### config.mk
export PLATFORM = sky130hd
export DESIGN_NAME = mem_bridge
export DESIGN_NICKNAME = d
export VERILOG_FILES = /design/src/rtl/mem_pkg.sv /design/src/rtl/mem_lane_align.sv /design/src/rtl/mem_bridge.sv
export SDC_FILE = /design/constraint.sdc
export NUM_CORES = 1
export LEC_CHECK = 0
export BUFFER_PORTS_ARGS = -buffer_cell sky130_fd_sc_hd__buf_4
export CAP_MARGIN = 20
export CORE_MARGIN = 2
export CORE_UTILIZATION = 55
export CTS_CLUSTER_DIAMETER = 80
export DETAILED_ROUTE_END_ITERATION = 6
export PLACE_DENSITY_LB_ADDON = 0.2
export SYNTH_ARGS = -nofsm -noshare
export SYNTH_HDL_FRONTEND = slang
export SYNTH_HIERARCHICAL = 1
export SYNTH_SLANG_ARGS = --single-unit
### constraint.sdc
create_clock -name clk -period 4.67 [get_ports clk]
set_input_delay 0.467 -clock clk [delete_from_list [all_inputs] [get_ports clk]]
set_output_delay 0.467 -clock clk [all_outputs]
set_load 0.01 [all_outputs]
### src/rtl/mem_pkg.sv
// mem_pkg
//   Shared encodings and helpers for the data-memory bridge: access size codes,
//   bridge FSM state encoding, and byte-mask helpers used by mem_bridge and
//   mem_lane_align.
//   Related build macro: MEM_BRIDGE_MISALIGN_EN (consumed by mem_bridge).
package mem_pkg;

   localparam logic [1:0] SZ_B = 2'b00;
   localparam logic [1:0] SZ_H = 2'b01;
   localparam logic [1:0] SZ_W = 2'b10;

   typedef enum logic [1:0] {
      IDLE  = 2'd0,
      BEAT0 = 2'd1,
      BEAT1 = 2'd2,
      RESP  = 2'd3
   } state_t;

   // Byte-lane mask of an access starting at lane 0; illegal size gives 0.
   function automatic logic [3:0] size_mask(input logic [1:0] size);
      case (size)
         SZ_B:    size_mask = 4'h1;
         SZ_H:    size_mask = 4'h3;
         SZ_W:    size_mask = 4'hF;
         default: size_mask = 4'h0;
      endcase
   endfunction

   // Number of bytes moved by an access; illegal size gives 0.
   function automatic logic [2:0] size_bytes(input logic [1:0] size);
      case (size)
         SZ_B:    size_bytes = 3'd1;
         SZ_H:    size_bytes = 3'd2;
         SZ_W:    size_bytes = 3'd4;
         default: size_bytes = 3'd0;
      endcase
   endfunction

   // Expand a 4-bit byte mask into a 32-bit bit mask.
   function automatic logic [31:0] lane_bits(input logic [3:0] m);
      lane_bits = {{8{m[3]}}, {8{m[2]}}, {8{m[1]}}, {8{m[0]}}};
   endfunction

endpackage

### src/rtl/mem_lane_align.sv
// mem_lane_align
//   Combinational byte-lane steering for the memory bridge.
//   Ports:
//     off    in  2   byte offset within the word (addr[1:0])
//     mask   in  4   access byte mask at lane 0 (1, 3 or F)
//     beat   in  1   0 = first word of the access, 1 = following word
//     wdata  in  32  right-aligned store data
//     r0     in  32  read data of the first word
//     r1     in  32  read data of the following word (0 when not split)
//     we     out 4   byte write enables for the selected beat
//     wd     out 32  lane-positioned write data for the selected beat
//     rdata  out 32  load data, right-aligned and zero-filled
module mem_lane_align
   import mem_pkg::*;
(
   input  logic [1:0]  off,
   input  logic [3:0]  mask,
   input  logic        beat,
   input  logic [31:0] wdata,
   input  logic [31:0] r0,
   input  logic [31:0] r1,
   output logic [3:0]  we,
   output logic [31:0] wd,
   output logic [31:0] rdata
);

   logic [4:0]  sh;
   logic [7:0]  we_wide;
   logic [63:0] wd_wide;
   logic [63:0] rd_wide;

   // Shifting into a double-width vector puts the first-word part in the low
   // half and the spill into the next word in the high half, so one shift
   // serves both beats.
   always_comb begin
      sh      = {off, 3'b000};
      we_wide = {4'b0000, mask} << off;
      wd_wide = {32'h0, wdata} << sh;
      rd_wide = {r1, r0} >> sh;
      we      = beat ? we_wide[7:4]  : we_wide[3:0];
      wd      = beat ? wd_wide[63:32] : wd_wide[31:0];
      rdata   = rd_wide[31:0] & lane_bits(mask);
   end

endmodule

### src/rtl/mem_bridge.sv
// mem_bridge
//   Data-memory bridge between the CPU load/store port and a 32-bit word RAM
//   with byte write enables and one-cycle read latency. One request in flight;
//   load data is returned right-aligned and zero-filled.
//   Build macro MEM_BRIDGE_MISALIGN_EN: when defined, accesses crossing a word
//   boundary run as two RAM beats; when undefined, any misaligned access is
//   rejected with rsp_err and the second-beat logic is not built.
//   Ports:
//     clk, reset            clock, synchronous active-high reset
//     req_valid/req_ready   request handshake
//     req_we, req_size      store flag, size (00 B, 01 H, 10 W, 11 illegal)
//     req_addr, req_wdata   byte address, right-aligned store data
//     rsp_valid, rsp_err    one-cycle completion pulse and error flag
//     rsp_rdata             load data, held until the next response
//     ram_en, ram_we        RAM access strobe and byte write enables
//     ram_addr, ram_wdata   RAM word index and lane-positioned write data
//     ram_rdata             RAM read data, valid the cycle after ram_en
module mem_bridge
   import mem_pkg::*;
#(
   parameter int ADDR_W = 16
) (
   input  logic              clk,
   input  logic              reset,
   input  logic              req_valid,
   output logic              req_ready,
   input  logic              req_we,
   input  logic [1:0]        req_size,
   input  logic [31:0]       req_addr,
   input  logic [31:0]       req_wdata,
   output logic              rsp_valid,
   output logic              rsp_err,
   output logic [31:0]       rsp_rdata,
   output logic              ram_en,
   output logic [3:0]        ram_we,
   output logic [ADDR_W-3:0] ram_addr,
   output logic [31:0]       ram_wdata,
   input  logic [31:0]       ram_rdata
);

   localparam int WORD_W = ADDR_W - 2;

   state_t              state_q, state_d;
   logic                we_q;
   logic [1:0]          off_q;
   logic [3:0]          mask_q;
   logic [WORD_W-1:0]   word_q;
   logic [31:0]         wdata_q;
   logic                err_q;
   logic [31:0]         rdata_q;

   logic                accept;
   logic                req_hi_bad;
   logic                req_misalign;
   logic                req_err;
   logic [31:0]         r0, r1;
   logic [3:0]          lane_we;
   logic [31:0]         lane_wd;
   logic [31:0]         lane_rd;

   assign req_ready  = (state_q == IDLE) & ~reset;
   assign accept     = req_valid & req_ready;
   assign req_hi_bad = (req_addr >> ADDR_W) != 32'h0;

`ifdef MEM_BRIDGE_MISALIGN_EN
   logic                split_q;
   logic [31:0]         r0_q;
   logic                req_split;
   logic                req_last;

   assign req_split    = ({1'b0, req_addr[1:0]} + size_bytes(req_size)) > 3'd4;
   assign req_last     = &req_addr[ADDR_W-1:2];
   // A split access on the last word would need word 0; reject instead of wrapping.
   assign req_misalign = req_split & req_last;
   // Beat 0 data arrives during BEAT1; beat 1 data arrives live during RESP.
   assign r0 = split_q ? r0_q : ram_rdata;
   assign r1 = split_q ? ram_rdata : 32'h0;

   always_ff @(posedge clk) begin
      if (accept) split_q <= req_split;
      if (state_q == BEAT1) r0_q <= ram_rdata;
   end
`else
   logic [1:0]          req_amask;

   assign req_amask    = (req_size == SZ_W) ? 2'b11 :
                         (req_size == SZ_H) ? 2'b01 : 2'b00;
   assign req_misalign = (req_addr[1:0] & req_amask) != 2'b00;
   assign r0 = ram_rdata;
   assign r1 = 32'h0;
`endif

   assign req_err = (req_size == 2'b11) | req_hi_bad | req_misalign;

   mem_lane_align u_align (
      .off   (off_q),
      .mask  (mask_q),
      .beat  (state_q == BEAT1),
      .wdata (wdata_q),
      .r0    (r0),
      .r1    (r1),
      .we    (lane_we),
      .wd    (lane_wd),
      .rdata (lane_rd)
   );

   // Request latch: the bridge works only from this copy once accepted.
   always_ff @(posedge clk) begin
      if (accept) begin
         we_q    <= req_we;
         off_q   <= req_addr[1:0];
         mask_q  <= size_mask(req_size);
         word_q  <= req_addr[ADDR_W-1:2];
         wdata_q <= req_wdata;
         err_q   <= req_err;
      end
   end

   // State register and held response data.
   always_ff @(posedge clk) begin
      if (reset) begin
         state_q <= IDLE;
         rdata_q <= 32'h0;
      end else begin
         state_q <= state_d;
         if (state_q == RESP) rdata_q <= rsp_rdata;
      end
   end

   always_comb begin
      state_d   = state_q;
      ram_en    = 1'b0;
      ram_we    = 4'h0;
      ram_addr  = '0;
      ram_wdata = 32'h0;
      rsp_valid = 1'b0;
      rsp_err   = 1'b0;
      rsp_rdata = rdata_q;
      case (state_q)
         IDLE: begin
            if (req_valid) state_d = req_err ? RESP : BEAT0;
         end
         BEAT0: begin
`ifdef MEM_BRIDGE_MISALIGN_EN
            state_d = split_q ? BEAT1 : RESP;
`else
            state_d = RESP;
`endif
            ram_en   = 1'b1;
            ram_addr = word_q;
            if (we_q) begin
               ram_we    = lane_we;
               ram_wdata = lane_wd;
            end
         end
`ifdef MEM_BRIDGE_MISALIGN_EN
         BEAT1: begin
            state_d  = RESP;
            ram_en   = 1'b1;
            ram_addr = word_q + {{(WORD_W-1){1'b0}}, 1'b1};
            if (we_q) begin
               ram_we    = lane_we;
               ram_wdata = lane_wd;
            end
         end
`endif
         RESP: begin
            state_d   = IDLE;
            rsp_valid = 1'b1;
            rsp_err   = err_q;
            if (err_q)      rsp_rdata = 32'h0;
            else if (!we_q) rsp_rdata = lane_rd;
         end
         default: state_d = IDLE;
      endcase
   end

endmodule

==> impl_metrics.env, run 1 <==
export IMPL_outcome="completed"
export IMPL_netlist_instances=500
export IMPL_maxCapViolCount=0
export IMPL_gr_total_overflow=0
export IMPL_synth_seq_area_share=0.427
export IMPL_grt_max_degree=111
export IMPL_crit_required_ns=4.20
export IMPL_synthesis_area_um2=5320
export IMPL_ys_seq_elements=87
export IMPL_avgSynthCellArea_um2=10.6
export IMPL_worst_pin_slew_ns=0.977
export IMPL_ant_nets=0
export IMPL_cts_tree="yes"
export IMPL_seq_area_um2=2270
export IMPL_fp_dieW_um=102
export IMPL_cts_resized=0
export IMPL_hold_path_class="in -> reg"
export IMPL_place_gp_congestion=0.924
export IMPL_clk_path_buf_depth=2
export IMPL_drive_gt1_frac=0.349
export IMPL_routed_via_density=5.63
export IMPL_drcViolationCount=0
export IMPL_cpMaxStageDelayCell="or2_1"
export IMPL_vias=4662
export IMPL_hp_start="req_addr[10]"
export IMPL_maxSlewViolCount=0
export IMPL_grt_pass1_wl_um=21400
export IMPL_worst_path_buf_inv=2
export IMPL_path_class="reg -> out"
export IMPL_clock_latency_ns=0.36
export IMPL_crit_chain="nor2b_2 > buf_4 > or2_1 > o211ai_1 > and3_1 > buf_4"
export IMPL_period_minus_slack_ns=3.10
export IMPL_portBuffers=187
export IMPL_relSlewSlack=0.348
export IMPL_r2r_start="we_q$_DFFE_PP_"
export IMPL_nets=800
export IMPL_postCtsSetupBuffers=0
export IMPL_r2r_end="rdata_q[22]$_SDFFE_PP0P_"
export IMPL_crit_arrival_ns=2.63
export IMPL_hold_buffers=0
export IMPL_power_leakage_nw=3.42
export IMPL_clkTransAtPathRegs_ns=0.10
export IMPL_dp_final_hpwl_um=10000
export IMPL_core_um2=9330
export IMPL_rows=35
export IMPL_ios=188
export IMPL_hold_path_end="word_q[8]$_DFFE_PP_"
export IMPL_n_fill_cell=680
export IMPL_start_kind="flop"
export IMPL_crit_fanout=38
export IMPL_syn_to_final_growth_pct=31.5
export IMPL_die_h_um=102
export IMPL_ff2ff_path_depth=4
export IMPL_synth_cell_types=36
export IMPL_drt_initial_drc_count=307
export IMPL_placed_area_um2=6790
export IMPL_yosysWarnings=6
export IMPL_clock_skew_ns=0.0127
export IMPL_max_freq_ghz=0.323
export IMPL_rsz0062_at_grt="no"
export IMPL_grt_usage=0.264
export IMPL_num_antenna_cells=0
export IMPL_cp_top_family="simple AND/OR/NAND/NOR gates"
export IMPL_clkSinkCount=87
export IMPL_antenna_found_initial=0
export IMPL_ff2ff_setup_slack_ns=2.43
export IMPL_fin_area_um2=6990
export IMPL_grt_pass1_vias=4384
export IMPL_final_cell_mix="191 x buf_4, 107 x mux2i_1, 53 x edfxtp_1, 50 x o22ai_1, 40 x conb_1"
export IMPL_critPathMostFrequentCell="buf_4"
export IMPL_setup_tns_ns=0
export IMPL_routedWlPerCell_um=17.0
export IMPL_setup_violations_final=0
export IMPL_end_kind="output port"
export IMPL_multi_input_area_um2=2840
export IMPL_holdPathStages=1
export IMPL_final_common_cell="buf_4"
export IMPL_root_buffer="clkbuf_8"
export IMPL_max_vdd_ir_drop_mv=0.251
export IMPL_dieArea_um2=10500
export IMPL_power_density_nw_per_um2=241
export IMPL_hold_violations=0
export IMPL_htree_levels=3
export IMPL_fin_crit_sh=0.663
export IMPL_max_stage_delay_ns=0.75
export IMPL_dr_pass1_iters=6
export IMPL_start_util=0.570
export IMPL_wirelength_um=14100
export IMPL_cts_buffers=9
-- cell usage after synthesis --
cell,n,area (µm²)
buf_2,10,50.1
mux2i_1,107,1070
a211oi_1,1,7.51
nand2b_1,4,25.0
or4b_1,8,80.1
conb_1,1,3.75
and2_1,16,100
o31a_1,1,8.76
o211ai_1,16,120
buf_4,8,60.1
buf_1,4,15.0
nand2_2,1,6.26
nand4bb_1,6,67.6
nand4b_1,9,78.8
inv_1,4,15.0
nor3_1,3,15.0
o22ai_1,50,313
nand3b_1,1,7.51
nor2_1,35,131
and3_1,37,231
dfxtp_1,34,681
nor2b_1,1,6.26
or2b_1,1,7.51
and2b_1,1,7.51
or4bb_1,2,22.5
nand4_1,10,62.6
o221ai_1,2,17.5
nor2_2,30,188
or2_1,4,25.0
buf_6,14,158
nand2_1,4,15.0
edfxtp_1,53,1590
o21ai_1,1,5.00
ha_1,4,50.1
nor4_1,3,18.8
clkbuf_1,14,52.6
-- through the flow --
step           setup WS, ns  std cells  hold slack (ns)   util  power, mW
6_report               1.57        828            0.269  0.750       1.69
5_1_grt                1.34        828            0.247  0.750       1.75
4_1_cts                1.58        828            0.252  0.750       1.69
3_5_place_dp           2.03        812            0.512  0.728       1.18
3_3_place_gp           2.06        810            0.486  0.723       1.16
2_1_floorplan          2.14        539            0.476      -       1.05
-- per-layer routing --
layer,vias to the layer above,track usage,share of wire,wire [µm]
met4,0,0.0810,0.019,262
met3,25,0.0588,0.066,927
met2,189,0.437,0.50,7030
met1,2205,0.349,0.42,5880
li1,2243,-,-,-
met5,-,0,0,0
-- power breakdown --
part | internal, mW | leakage [nW] | switching [mW] | total, mW
sequential | 0.841 | 0.762 | 0.0158 | 0.856
combinational | 0.151 | 2.56 | 0.159 | 0.310
clock | 0.211 | 0.0981 | 0.310 | 0.521
total | 1.20 | 3.42 | 0.485 | 1.69
-- state kept, by name, indices dropped and copies added, names as in the netlist --
name	cells
we_q	1
word_q	14
rdata_q	32
mask_q	3
state_q	2
wdata_q	32
off_q	2
err_q	1
-- cell families after synthesis --
family / synth area share
other cells: 0.000706
simple gates: 0.206
fa+ha+maj: 0.00942
compound gates: 0.0887
buf+inv: 0.0659
mux: 0.202
flops: 0.427
-- worst max path at each step --
stage	depth (start not counted)	startpoint	endpoint
finish	6	state_q[1]$_SDFFE_PP0P_	ram_wdata[18]
global placement	6	state_q[1]$_SDFFE_PP0P_	ram_we[2]
CTS	6	state_q[1]$_SDFFE_PP0P_	ram_we[2]
global route	6	state_q[1]$_SDFFE_PP0P_	ram_we[2]
detailed placement	6	state_q[1]$_SDFFE_PP0P_	ram_we[2]
floorplan	2	reset	err_q$_DFFE_PP_
-- area by class of cell --
| type | count | area share |
|---|---|---|
| inverter | 4 | 0.00215 |
| timing repair buffer | 194 | 0.215 |
| clock inverter | 7 | 0.0107 |
| tap | 129 | 0.0231 |
| clock buffer | 9 | 0.0177 |
| sequential | 87 | 0.325 |
| multi-input combinational | 398 | 0.407 |
Note: power is estimated with default switching activity, not from simulation.
==> inputs of run 2 (changes only) <==
CORE_UTILIZATION = 46   (was 55)
clock period = 2.7 ns   (was 4.67 ns; I/O delays follow)
==> run 2 against run 1 <==
  * Flip-flop and latch count is the same
  * Count of clock-buffer cells in the layout is the same
  * Clock skew shrank 0.0040 ns
  * Largest cell class unchanged
  * Critical path depth is the same
  * Register-to-register slack lost 1.5 ns
  * Worst hold slack lost 0.19 ns
  * First-iteration DRC count shrank 6.5%
  * Power grew 95%
  * Setup slack lost 1.3 ns
==> impl_metrics.env, run 2 (synthesized netlist as in run 1, its figures left out) <==
export IMPL_clkSinkCount=87
export IMPL_max_freq_ghz=0.405
export IMPL_core_um2=11400
export IMPL_gr_total_overflow=0
export IMPL_maxSlewViolCount=0
export IMPL_antenna_found_initial=0
export IMPL_clkTransAtPathRegs_ns=0.07
export IMPL_dp_worst_setup_slack_ns=0.626
export IMPL_ff2ff_setup_slack_ns=0.93
export IMPL_grt_pass1_vias=4497
export IMPL_ant_nets=0
export IMPL_max_vdd_ir_drop_mv=0.550
export IMPL_fp_dieW_um=111
export IMPL_top_regs="rdata_q: 32 flops, wdata_q: 32 flops, word_q: 14 flops"
export IMPL_root_buffer="clkbuf_16"
export IMPL_maxCapViolCount=0
export IMPL_relSlewSlack=0.338
export IMPL_power_switching_mw=0.916
export IMPL_dieArea_um2=12400
export IMPL_clockPowerShare=0.387
export IMPL_cts_buffers=9
export IMPL_crit_required_ns=2.43
export IMPL_path_class="reg -> out"
export IMPL_wirelength_um=14600
export IMPL_portBuffers=187
export IMPL_n_fill_cell=994
export IMPL_hold_buffers=0
export IMPL_vias=4642
export IMPL_syn_to_final_growth_pct=34.4
export IMPL_setup_violations_final=0
export IMPL_outcome="completed"
export IMPL_hold_path_class="in -> reg"
export IMPL_start_kind="flop"
export IMPL_timing_final_ws_setup_ns=0.230
export IMPL_end_kind="output port"
export IMPL_ios=188
export IMPL_pwr_share_seq=0.449
export IMPL_final_common_cell="buf_4"
export IMPL_num_antenna_cells=0
export IMPL_grt_max_degree=65
export IMPL_dp_final_hpwl_um=10400
export IMPL_grt_pass1_wl_um=22800
export IMPL_sw_frac_of_total=0.278
export IMPL_fin_crit_sh=0.915
export IMPL_dr_pass1_iters=5
export IMPL_start_util=0.467
export IMPL_grt_usage=0.232
export IMPL_htree_levels=3
export IMPL_rsz0062_at_grt="no"
export IMPL_die_h_um=111
export IMPL_clk_path_buf_depth=2
export IMPL_place_gp_congestion=0.925
export IMPL_routed_via_density=5.48
export IMPL_worst_pin_slew_ns=0.993
export IMPL_hold_violations=0
export IMPL_final_cell_mix="197 x buf_4, 107 x mux2i_1, 53 x edfxtp_1, 50 x o22ai_1, 40 x conb_1"
export IMPL_period_minus_slack_ns=2.47
export IMPL_drt_initial_drc_count=287
export IMPL_clock_latency_ns=0.36
export IMPL_crit_arrival_ns=2.20
export IMPL_p_int_mw=2.38
export IMPL_power_leakage_nw=3.49
export IMPL_power_density_nw_per_um2=461
export IMPL_drive_gt1_frac=0.354
export IMPL_clock_skew_ns=0.00868
export IMPL_combPwrFrac=0.164
export IMPL_rows=39
export IMPL_crit_fanout=35
export IMPL_routedWlPerCell_um=17.2
export IMPL_drcViolationCount=0
export IMPL_nets=805
export IMPL_setup_tns_ns=0
export IMPL_cts_tree="yes"
[run 2: worst paths after layout]
path                                 from                 endpoint  cells past startpoint
setup / recovery       off_q[0]$_DFFE_PP_             ram_wdata[5]                      6
hold / removal                req_addr[6]      word_q[4]$_DFFE_PP_                      1
setup reg to reg       off_q[0]$_DFFE_PP_  rdata_q[5]$_SDFFE_PP0P_                      5
hold reg to reg   rdata_q[0]$_SDFFE_PP0P_  rdata_q[0]$_SDFFE_PP0P_                      2
[run 2: power by group through the flow]
stage	Combinational [mW]	Clock [mW]	Sequential (mW)
detailed placement	0.532	0	1.51
floorplan	0.314	0	1.50
global placement	0.523	0	1.51
CTS	0.535	1.31	1.48
finish	0.540	1.28	1.48
global route	0.585	1.37	1.48
[run 2: final cells by class]
| type | count | area [µm²] | share of cell area |
|---|---|---|---|
| multi-input cells | 398 | 2850 | 0.399 |
| flip-flops and latches | 87 | 2270 | 0.318 |
| repair buffers | 199 | 1520 | 0.213 |
| clock buffers | 9 | 225 | 0.0315 |
| well taps | 143 | 179 | 0.0251 |
| clock inverters | 7 | 83.8 | 0.0117 |
| inverters | 4 | 15.0 | 0.00210 |
[run 2: repair_timing]
action / in CTS / in global routing
setup endpoints to repair: 0 / 1
setup buffers: 0 / 0
endpoints found under the hold margin: 0 / 0
gates resized for setup: 0 / 1
[run 2: critical path, stage by stage, from the launching register on]
cell      delay, ns
edfxtp_1       0.39
buf_4          0.40
buf_4          0.28
mux2i_1        0.32
o211ai_1       0.12
and3_1         0.18
buf_4          0.14
[run 2: metrics by stage]
step                      utilization  area [µm²]  cells  hold WS (ns)  power [mW]
after floorplan                     -        5460    539         0.359        1.82
after global placement          0.601        6830    831         0.449        2.03
after detailed placement        0.601        6830    831         0.449        2.04
after CTS                       0.628        7140    847        0.0700        3.33
after global routing            0.628        7140    847        0.0663        3.44
final                           0.628        7140    847        0.0825        3.30
[run 2: metal layers]
| metal | vias to the layer above | track usage | share of wire |
|---|---|---|---|
| li1 | 2253 | - | - |
| met1 | 2182 | 0.305 | 0.44 |
| met2 | 182 | 0.359 | 0.47 |
| met3 | 25 | 0.0691 | 0.065 |
| met4 | 0 | 0.0955 | 0.027 |
| met5 | - | 0 | 0 |
